### src/rtl/interface_mux_pkg.sv
// ---------------------------------------------------------------------------
// interface_mux_pkg : shared FSM states and pointer-word field positions
// Rev 1.0
// ---------------------------------------------------------------------------
`default_nettype none

package interface_mux_pkg;

    localparam int MAX_PORTS   = 16;
    localparam int CRC_ERR_BIT = 15;
    localparam int LEN_ERR_BIT = 14;
    localparam int ERR_OUT_BIT = 11;
    localparam int PORT_LSB    = 12;
    localparam int LEN_MSB     = 10;

    typedef enum logic [2:0] {
        S_IDLE    = 3'd0,
        S_ARB     = 3'd1,
        S_PTR_RD  = 3'd2,
        S_PTR_LAT = 3'd3,
        S_SPACE   = 3'd4,
        S_XFER    = 3'd5,
        S_DONE    = 3'd6
    } state_t;

endpackage

`default_nettype wire

### src/rtl/rr_arbiter_n.sv
// ---------------------------------------------------------------------------
// rr_arbiter_n : combinational round-robin pick, searching upward from
// last_grant+1 modulo NUM_PORTS.  Rev 1.0
// ---------------------------------------------------------------------------
`default_nettype none

module rr_arbiter_n #(
    parameter int NUM_PORTS = 4,
    parameter int PORT_W    = $clog2(NUM_PORTS)
) (
    input  logic [NUM_PORTS-1:0] i_req,
    input  logic [PORT_W-1:0]    i_last_grant,
    output logic [PORT_W-1:0]    o_grant,
    output logic                 o_valid
);

    logic [PORT_W:0] w_sum;

    // Walk the offsets from farthest to nearest so the nearest request wins.
    always_comb begin
        o_valid = 1'b0;
        o_grant = '0;
        w_sum   = '0;
        for (int k = NUM_PORTS; k >= 1; k--) begin
            w_sum = {1'b0, i_last_grant} + (PORT_W+1)'(k);
            if (w_sum >= (PORT_W+1)'(NUM_PORTS))
                w_sum = w_sum - (PORT_W+1)'(NUM_PORTS);
            if (i_req[w_sum[PORT_W-1:0]]) begin
                o_valid = 1'b1;
                o_grant = w_sum[PORT_W-1:0];
            end
        end
    end

endmodule

`default_nettype wire

### src/rtl/interface_mux_n.sv
// ---------------------------------------------------------------------------
// interface_mux_n : round-robin drain of NUM_PORTS EMAC rx FIFO pairs into one
// switch FIFO pair. Optional macro IFMUX_DROP_ERR_EN discards error frames.
// Rev 1.0
// ---------------------------------------------------------------------------
`default_nettype none

module interface_mux_n
    import interface_mux_pkg::*;
#(
    parameter int NUM_PORTS = 4,
    parameter int PORT_W    = $clog2(NUM_PORTS),
    parameter int LEN_W     = 11,
    parameter int FREE_W    = 12
) (
    input  logic                     clk,
    input  logic                     rstn,
    input  logic [NUM_PORTS-1:0]     rx_ptr_fifo_empty,
    output logic [NUM_PORTS-1:0]     rx_ptr_fifo_rd,
    input  logic [16*NUM_PORTS-1:0]  rx_ptr_fifo_dout,
    output logic [NUM_PORTS-1:0]     rx_data_fifo_rd,
    input  logic [8*NUM_PORTS-1:0]   rx_data_fifo_dout,
    input  logic [FREE_W-1:0]        sfifo_free,
    output logic                     sfifo_wr,
    output logic [7:0]               sfifo_din,
    input  logic                     ptr_sfifo_full,
    output logic                     ptr_sfifo_wr,
    output logic [15:0]              ptr_sfifo_din,
    output logic                     frame_drop
);

    localparam int CMP_W = (FREE_W > LEN_W) ? FREE_W : LEN_W;

    state_t                r_state;
    logic [PORT_W-1:0]     r_grant;
    logic [PORT_W-1:0]     r_last_grant;
    logic [LEN_W-1:0]      r_len;
    logic [LEN_W-1:0]      r_cnt;
    logic                  r_err;
    logic                  r_drop;
    logic [NUM_PORTS-1:0]  r_ptr_rd;
    logic [NUM_PORTS-1:0]  r_data_rd;
    logic                  r_sfifo_wr;
    logic [7:0]            r_sfifo_din;
    logic                  r_ptr_sfifo_wr;
    logic [15:0]           r_ptr_sfifo_din;
    logic                  r_frame_drop;

    logic [NUM_PORTS-1:0]  w_req;
    logic [PORT_W-1:0]     w_arb_grant;
    logic                  w_arb_valid;
    logic [LEN_W-1:0]      w_ptr_len;
    logic                  w_ptr_err;
    logic [7:0]            w_data_sel;
    logic                  w_space_ok;
    logic                  w_drop_now;
    logic [15:0]           w_out_ptr;

    assign w_req = ~rx_ptr_fifo_empty;

    rr_arbiter_n #(
        .NUM_PORTS (NUM_PORTS),
        .PORT_W    (PORT_W)
    ) u_arb (
        .i_req        (w_req),
        .i_last_grant (r_last_grant),
        .o_grant      (w_arb_grant),
        .o_valid      (w_arb_valid)
    );

    always_comb begin
        w_ptr_len  = '0;
        w_ptr_err  = 1'b0;
        w_data_sel = '0;
        for (int p = 0; p < NUM_PORTS; p++) begin
            if (r_grant == PORT_W'(p)) begin
                w_ptr_len  = rx_ptr_fifo_dout[16*p +: LEN_W];
                w_ptr_err  = rx_ptr_fifo_dout[16*p + CRC_ERR_BIT]
                           | rx_ptr_fifo_dout[16*p + LEN_ERR_BIT];
                w_data_sel = rx_data_fifo_dout[8*p +: 8];
            end
        end
    end

    always_comb begin
        w_out_ptr                  = '0;
        w_out_ptr[PORT_LSB +: 4]   = 4'(r_grant);
        w_out_ptr[ERR_OUT_BIT]     = r_err;
        w_out_ptr[LEN_MSB:0]       = r_len;
    end

    // Whole frame must fit before any byte is read, so no partial frame lands.
    assign w_space_ok = (CMP_W'(sfifo_free) >= CMP_W'(r_len)) && !ptr_sfifo_full;

`ifdef IFMUX_DROP_ERR_EN
    assign w_drop_now = w_ptr_err;
`else
    assign w_drop_now = 1'b0;
`endif

    always_ff @(posedge clk) begin
        if (!rstn) begin
            r_state         <= S_IDLE;
            r_grant         <= '0;
            r_last_grant    <= PORT_W'(NUM_PORTS-1);
            r_len           <= '0;
            r_cnt           <= '0;
            r_err           <= 1'b0;
            r_drop          <= 1'b0;
            r_ptr_rd        <= '0;
            r_data_rd       <= '0;
            r_sfifo_wr      <= 1'b0;
            r_sfifo_din     <= '0;
            r_ptr_sfifo_wr  <= 1'b0;
            r_ptr_sfifo_din <= '0;
            r_frame_drop    <= 1'b0;
        end else begin
            r_sfifo_wr     <= (|r_data_rd) && !r_drop;
            if (|r_data_rd)
                r_sfifo_din <= w_data_sel;
            r_ptr_sfifo_wr <= 1'b0;
            r_frame_drop   <= 1'b0;

            case (r_state)
                S_IDLE: begin
                    if (|w_req)
                        r_state <= S_ARB;
                end
                S_ARB: begin
                    if (w_arb_valid) begin
                        r_grant  <= w_arb_grant;
                        r_ptr_rd <= NUM_PORTS'(1) << w_arb_grant;
                        r_state  <= S_PTR_RD;
                    end else begin
                        r_state  <= S_IDLE;
                    end
                end
                S_PTR_RD: begin
                    r_ptr_rd <= '0;
                    r_state  <= S_PTR_LAT;
                end
                S_PTR_LAT: begin
                    r_len   <= w_ptr_len;
                    r_cnt   <= w_ptr_len;
                    r_err   <= w_ptr_err;
                    r_drop  <= w_drop_now;
                    r_state <= S_SPACE;
                end
                S_SPACE: begin
                    if (r_len == '0) begin
                        r_last_grant <= r_grant;
                        r_state      <= S_ARB;
                    end else if (r_drop || w_space_ok) begin
                        r_data_rd <= NUM_PORTS'(1) << r_grant;
                        r_state   <= S_XFER;
                    end
                end
                S_XFER: begin
                    r_cnt <= r_cnt - 1'b1;
                    if (r_cnt == LEN_W'(1)) begin
                        r_data_rd    <= '0;
                        r_frame_drop <= r_drop;
                        r_state      <= S_DONE;
                    end
                end
                S_DONE: begin
                    r_ptr_sfifo_wr  <= !r_drop;
                    r_ptr_sfifo_din <= w_out_ptr;
                    r_last_grant    <= r_grant;
                    r_state         <= (|w_req) ? S_ARB : S_IDLE;
                end
                default: r_state <= S_IDLE;
            endcase
        end
    end

    assign rx_ptr_fifo_rd  = r_ptr_rd;
    assign rx_data_fifo_rd = r_data_rd;
    assign sfifo_wr        = r_sfifo_wr;
    assign sfifo_din       = r_sfifo_din;
    assign ptr_sfifo_wr    = r_ptr_sfifo_wr;
    assign ptr_sfifo_din   = r_ptr_sfifo_din;
    assign frame_drop      = r_frame_drop;

endmodule

`default_nettype wire

### config.mk
export PLATFORM = sky130hd
export DESIGN_NAME = interface_mux_n
export DESIGN_NICKNAME = d
export VERILOG_FILES = /design/src/rtl/interface_mux_pkg.sv /design/src/rtl/rr_arbiter_n.sv /design/src/rtl/interface_mux_n.sv
export SDC_FILE = /design/constraint.sdc
export NUM_CORES = 1
export LEC_CHECK = 0
export CAP_MARGIN = 15
export CORE_UTILIZATION = 43
export DETAILED_ROUTE_END_ITERATION = 6
export GPL_TIMING_DRIVEN = 0
export HOLD_SLACK_MARGIN = 0.12
export PLACE_DENSITY = 0.8
export SYNTH_ARGS = -nofsm -noshare
export SYNTH_HDL_FRONTEND = slang
export SYNTH_HIERARCHICAL = 1
export SYNTH_SLANG_ARGS = --single-unit
### constraint.sdc
create_clock -name clk -period 2.3 [get_ports clk]
set_input_delay 0.575 -clock clk [delete_from_list [all_inputs] [get_ports clk]]
set_output_delay 0.575 -clock clk [all_outputs]
set_load 0.005 [all_outputs]
======== Word level (Yosys, flattened, before mapping) ========
Index checks and enable logic that the tools add are counted.
W data, S select, Z words.
word-level totals
  register bits ........................... 62
  input bits .............................. 115
  output and inout bits ................... 35
  word-level logic and storage cells ...... 119
operators by class
  add/sub/neg operators ................... 9
  magnitude comparators ................... 9
  equal/unequal tests ..................... 17
  shift operators ......................... 2
  muxes and demuxes ....................... 48
  bitwise operators ....................... 5
  reduce and logical (&&, ||, !) cells .... 17
operator list
  kind                     count
  $mux W11                 4
  $mux W8                  4
  $pmux W11 S2             1
  $pmux W3 S7              1
  $mux W2                  10
  $mux W4                  4
  $pmux W4 S2              2
  $mux W1                  13
  $ge A12 B11 Y1           1
  $ge A3 B3 Y1 const B     4
  $lt A2 B3 Y1 const B     4
  $mux W3                  4
  $eq A11 B1 Y1 const B    1
  $logic_not A11 Y1        1
  $sub A11 B1 Y11 const B  1
  $ne A2 B2 Y1 const B     5
  $eq A3 B3 Y1 const B     3
  $bmux W1 S2              4
  $reduce_and A2 Y1        4
  $reduce_bool A2 Y1       4
  $reduce_or A4 Y1         2
  $shl A1 B2 Y4 const A    2
  $sub A2 B1 Y2 const B    4
  $add A2 B2 Y3 const B    2
  other kinds (17)         22

======== Longest topological paths before layout ========
Gate-level depths: netlist of run 1.
  depth after elaboration ................. 12
  mapped depth ............................ 9
  gate-level depth less buffers ........... 8

======== By module ========
The synthesis of run 1 kept the hierarchy.
by module, submodules not included
  module           times used  cells an instance  area an instance (µm²)  seq. area each (µm²)
  interface_mux_n  1           394                3390.8                  1241.2
  rr_arbiter_n     1           14                 91.3                    0.0

======== Worst setup path after synthesis of run 1 ========
No wires, ideal clock.
  path type ............................... input -> register
  start point ............................. input port sfifo_free[10]
  end point ............................... register r_data_rd[0], in the netlist rx_data_fifo_rd[0]
  library setup time ...................... 0.072 ns
  arrival time ............................ 1.928 ns
  required time ........................... 2.228 ns
  setup slack ............................. 0.301 ns
  stages .................................. 6
  path buffers ............................ 0
  path through ............................ ha_1 > nand4b_1 > nor4_1 > o31ai_1 > a211oi_4 > mux2i_1
on the way
  word-level cells in the longest chain between the ends .. 4
RTL lines
  item                                RTL line                text
  start, declared                     interface_mux_n.sv:23   input logic [FREE_W-1:0] sfifo_free,
  $ge A12 B11 Y1                      interface_mux_n.sv:93   assign w_space_ok = (CMP_W'(sfifo_free) >= CMP_W'(r_len)) && !ptr_sfifo_full;
  $logic_and A1 B1 Y1                 interface_mux_n.sv:93
  $ne A2 B2 Y1 (no source line)       --
  $reduce_and A4 Y1 (no source line)  --
  end signal, assigned                interface_mux_n.sv:154  r_data_rd <= NUM_PORTS'(1) << r_grant;
  end, declared                       interface_mux_n.sv:42   logic [NUM_PORTS-1:0] r_data_rd;
No other way between the ends.
A chain may end at the register's enable or synchronous reset.

======== Worst setup path in the final report of run 1 ========
  start point ............................. input port sfifo_free[7]
  end point ............................... register r_data_rd[2], in the netlist rx_data_fifo_rd[2]
The elaborated chain is that of the path after synthesis.

==> results of run 1 <==
## metal layers
metal | vias up | track usage
met2 | 163 | 0.399
met4 | 0 | 0.104
met3 | 21 | 0.0390
met1 | 1638 | 0.311
li1 | 1733 | -
met5 | - | 0
## path summary, 6_finish.rpt
path	from	to	slack (ps)	cells after the start
setup reg to reg	r_len[9]	rx_data_fifo_rd[2]	150	7
setup / recovery	sfifo_free[7]	rx_data_fifo_rd[2]	90	7
hold / removal	sfifo_din[4]	sfifo_din[4]	450	2
hold reg to reg	sfifo_din[4]	sfifo_din[4]	450	2
## worst register-to-register path, delay by kind of cell (launching register included)
family | cells | cell delay (ps)
simple gates | 2 | 540
compound gates | 2 | 540
flops | 1 | 400
fa+ha+maj | 1 | 270
mux | 1 | 240
buf+inv | 1 | 100
## per-stage QoR
stage | utilization | cells
after floorplan | - | 410
after CTS | 0.667 | 662
after global routing | 0.676 | 663
after global placement | 0.637 | 645
after detailed placement | 0.638 | 646
final | 0.676 | 663
## sequential cells by signal (all words and copies together) (netlist names)
register	cells
r_err	1
sfifo_din	8
ptr_sfifo_wr	1
r_cnt	11
ptr_sfifo_din	14
r_last_grant	2
r_grant	2
rx_ptr_fifo_rd	4
r_state	3
sfifo_wr	1
r_len	11
rx_data_fifo_rd	4
## kinds of logic (layout without fill, tap and decap cells)
kind of cell               Yosys count  in the layout  synth area share
DFF                                 62             62             0.356
and+or+nand+nor                    167            167             0.226
xor gates and xnor gates             2              2           0.00503
buffers and inverters               48            199            0.0697
muxes                               26             26             0.144
adders and majority gates           13             13            0.0467
AOI/OAI and AO/OA                   89             89             0.151
other                                1              3           0.00108
## timing repair
item	CTS	global route
resized for setup	0	10
endpoints found under the setup margin	0	4
setup buffers	0	1
## cells in the final DEF, fill, tap and decap left out, drive strengths merged, types with 2 or more instances in the layout
master,instances
nor3,11
dlymetal6s2s,3
inv,25
nor4,6
conb,3
ha,13
nand3,3
nand3b,4
xor2,2
nand2b,3
a31oi,3
clkbuf,23
nand4,2
mux4,19
nor2,29
or3,2
mux2i,7
a221oi,2
and2,5
nand2,89
dfxtp,62
bufinv,2
buf,15
and3b,2
a21oi,57
o21ai,12
and3,3
or4,3
clkdlybuf4s50,130
a211oi,4
## report_power, final
part / switching (mW) / total (mW) / leakage [nW] / internal, mW
combinational: 0.328 / 0.730 / 1.31 / 0.402
sequential: 0.0501 / 1.17 / 0.501 / 1.12
clock: 0.475 / 1.10 / 0.115 / 0.627
total: 0.853 / 3.00 / 1.93 / 2.15
## cell type report
type | count | area (sq um) | area share
well taps | 102 | 128 | 0.0243
clock inverters | 7 | 104 | 0.0198
multi-input cells | 300 | 2060 | 0.393
inverters | 21 | 78.8 | 0.0150
clock buffers | 9 | 124 | 0.0236
plain buffers | 27 | 164 | 0.0312
repair buffers | 135 | 1350 | 0.257
flip-flops and latches | 62 | 1240 | 0.236
==> flow_summary.toml, run 1 <==
[run_status]
status = "complete, no violations"

[drt]
firstDrtPassIters = 5
dr_wl_met3_microns = 699
wl_met1_mm = 4.23
top_layer = "met4"
vias = 3555
drcViolationCount = 0
routedWlPerCell_microns = 15.1
routed_wl_mm = 10.0
first_iter_violations = 201
met2_length_mm = 4.87
vias_per_cell = 5.36
ant_nets = 0

[synth]
synth_edf_count = 0
synthTopCellsByArea = "dfxtp_1 36%, mux4_2 12%, nand2_1 9.6%"
syn_area_sq_mm = 0.00348
yosysMostFrequentCell = "nand2_1"
yosys_warnings = 6
ys_ff_latch = 62
synth_common_cells = "89 x nand2_1, 62 x dfxtp_1, 56 x a21oi_1"
ys_async_sr_fraction = 0
yosysTopAreaCell = "dfxtp_1"
synth_cells = 408
synth_top_area_share = 0.356
yosys_most_used_dff = "dfxtp_1"
synth.distinct_cells = 55
synth_area_per_cell_sq_um = 8.53
seq_area_frac_synth = 0.356

[power]
power_density_mw_per_mm2 = 572
ir_drop_mv = 0.343
p_leak_nw = 1.93
total_power_mw = 3.00

[timing]
fin_hold_ws_ps = 455
slew_headroom = 0.533
final_hold_viol_count = 0
fin_crit_sh = 0.963
layout_setup_ws_ps = 85.0
tns_ps = 0
setup_viol = 0
final.setup_skew_ps = 6.20
tightest_slew_ps = 701
clock.fmax_mhz = 451
timing.final.crit_period_ps = 2210
slew_violations = 0

[worst_setup_path]
cp-end-kind = "register"
path_cells = "clkdlybuf4s50_1 > ha_1 > nand2_2 > nor4_4 > o31ai_4 > a211oi_4 > mux2i_1"
path_buf_inv = 1
max_stage_delay_ps = 420
required_ps = 2570
arrival_ps = 2490
startpoint_type = "primary input"
cp_max_fo = 4
slowest_stage = "clkdlybuf4s50_1"
critPathTopFamily = "compound AO/OA/AOI/OAI gates"
criticalPathCategory = "in -> reg"

[die]
fp-row-count = 32
die-area_sq_mm = 0.00846
io_pins = 150
start_util = 0.448
coreArea_sq_mm = 0.00777
die_y_microns = 92.0
die_width_microns = 92.0

[placed_design]
io_buffers = 133
place_congestion = 0.893
place_area_sq_mm = 0.00495
dp_hpwl_mm = 7.63
pre_cts_slack_ps = -348

[finish]
drive_gt1_frac = 0.118
final_cell_area_sq_mm = 0.00525
fillers = 621
n_antenna_cell = 0
fin_nets = 684
area_growth_pct = 50.8

[clock_network]
cts_tree = "yes"
cts_hold_buf = 0
cts_made_buffers = 9
htree_levels = 3
clk_path_buf_depth = 2
cts.sinks = 62
clk_pin_slew_ps = 70
clk_latency_ps = 350
root_buffer = "clkbuf_8"

[grt]
grt_pass1_wl_mm = 15.9
track_usage = 0.241
grt_max_degree = 14
grt_pass1_vias = 3423
grt.overflow.total = 0
grt_antenna_before_repair = 0

[min_path]
hold_class = "reg -> reg"

[flow_run]
drv_cap = 0
No activity file was read; power rests on OpenSTA's default activity.
==> inputs of run 2 (changes only) <==
--- a/config.mk
+++ b/config.mk
@@ -6,6 +6,7 @@
 export NUM_CORES = 1
 export LEC_CHECK = 0
 export CAP_MARGIN = 15
+export CORE_MARGIN = 2
 export CORE_UTILIZATION = 43
 export DETAILED_ROUTE_END_ITERATION = 6
 export GPL_TIMING_DRIVEN = 0
==> run 2 against run 1 <==
Effect of this change: via count shrank 0.79%; count of clock-buffer cells in the layout is the same; routed wire length is 3.3% higher; sequential power barely moved; critical endpoint is now rx_data_fifo_rd[3]; largest cell class unchanged; highest routed layer unchanged.
==> flow_summary.toml, run 2 (synthesized netlist as in run 1, its figures left out) <==
[worst_setup_path]
max_stage_delay_ps = 410
cp-end-kind = "register"
slowest_stage = "clkdlybuf4s50_1"
arrival_ps = 2470
startpoint_type = "primary input"
path_cells = "clkdlybuf4s50_1 > ha_1 > nand2_1 > nor4_4 > o31ai_4 > a211oi_4 > buf_6 > mux2i_1"
criticalPathCategory = "in -> reg"
crit_start = "sfifo_free[7]"
r2r_start = "r_len[9]"
required_ps = 2580
cp_max_fo = 4

[clock_network]
cts_hold_buf = 0
cts_made_buffers = 9
cts.sinks = 62
clk_pin_slew_ps = 70
clk_path_buf_depth = 2
clk_latency_ps = 340
cts_tree = "yes"
htree_levels = 3
root_buffer = "clkbuf_8"

[power]
power_density_mw_per_mm2 = 548
seqPwrFrac = 0.410
p_comb_frac = 0.258
ir_drop_mv = 0.260
swShare = 0.290
p_leak_nw = 1.92
total_power_mw = 2.86
power.share.clock = 0.332
power.internal_mw = 2.03
p_switching_mw = 0.829

[flow_run]
drv_cap = 0

[min_path]
hold_class = "reg -> reg"
hold_start = "ptr_sfifo_din[7]"

[timing]
slew_violations = 0
timing.final.crit_period_ps = 2200
fin_hold_ws_ps = 455
slew_headroom = 0.524
final_hold_viol_count = 0
setup_viol = 0
rsz0062_at_grt = "no"
final.setup_skew_ps = 7.84
tightest_slew_ps = 708
fin_crit_sh = 0.956
clock.fmax_mhz = 455

[finish]
drive_gt1_frac = 0.116
stdcell_count = 663
fin_nets = 684
n_antenna_cell = 0
area_growth_pct = 49.8
largest_register_ffs = 14
final_cell_area_sq_mm = 0.00522
layout_common_cells = "130 x clkdlybuf4s50_1, 89 x nand2_1, 62 x dfxtp_1"
utilization = 0.672
layout_commonest_cell = "clkdlybuf4s50_1"

[drt]
first_iter_violations = 175
routed_wl_mm = 10.3
routedWlPerCell_microns = 15.6
ant_nets = 0
firstDrtPassIters = 4
vias = 3527
vias_per_cell = 5.32
drcViolationCount = 0

[die]
fp-row-count = 32
coreArea_sq_mm = 0.00777
io_pins = 150
die-area_sq_mm = 0.00883
die_y_microns = 94.0
die_width_microns = 94.0
start_util = 0.448

[grt]
grt_max_degree = 13
track_usage = 0.233
grt_pass1_wl_mm = 15.9
grt_antenna_before_repair = 0
grt.overflow.total = 0
grt_pass1_vias = 3376

[run_status]
status = "complete, no violations"

[placed_design]
dp_hpwl_mm = 8.13
place_congestion = 0.910
dpl.cell_count = 646
place_area_sq_mm = 0.00495
io_buffers = 133
run 2: critical path, delay by kind of cell:
| family | cells | cell delay, ps |
|---|---|---|
| mux | 1 | 170 |
| compound gates | 2 | 400 |
| buf+inv | 2 | 560 |
| fa+ha+maj | 1 | 310 |
| simple gates | 2 | 450 |
run 2: routing by layer:
| metal | vias up | share of wire | global-route usage |
|---|---|---|---|
| met1 | 1653 | 0.44 | 0.304 |
| li1 | 1727 | - | - |
| met4 | 0 | 0.015 | 0.0737 |
| met3 | 13 | 0.057 | 0.0345 |
| met2 | 134 | 0.49 | 0.398 |
| met5 | - | 0 | 0 |
run 2: final cells by class:
cell class	instances	area, sq um
Inverter	21	78.8
Multi-Input combinational cell	300	2050
Timing Repair Buffer	135	1360
Clock inverter	7	73.8
Buffer	27	164
Fill cell	668	2550
Tap cell	102	128
Sequential cell	62	1240
Clock buffer	9	124
run 2: final timing paths:
check	to	slack [ps]	cells past startpoint
worst max-delay path	rx_data_fifo_rd[3]	100	8
worst min-delay path	ptr_sfifo_din[7]	460	2
worst max register to register	rx_data_fifo_rd[3]	130	8
worst min register to register	ptr_sfifo_din[7]	460	2
run 2: metrics by stage:
stage               setup TNS (ps)  worst slack, ps
floorplan                        0              301
global placement             -1680             -360
detailed placement           -2260             -485
CTS                              0             5.01
global route                     0             8.84
finish                           0              102
run 2: what timing repair did:
item,in CTS,in global routing
resized for setup,2,8
setup buffers,1,0
pin swaps,2,6
setup endpoints to repair,4,4
run 2: power by group through the flow:
stage / sequential, mW / clock, mW / combinational, mW
after floorplan: 1.18 / 0 / 0.428
after global placement: 1.19 / 0 / 0.698
after detailed placement: 1.19 / 0 / 0.721
after CTS: 1.17 / 0.955 / 0.727
after global routing: 1.18 / 0.991 / 0.809
final: 1.17 / 0.947 / 0.738
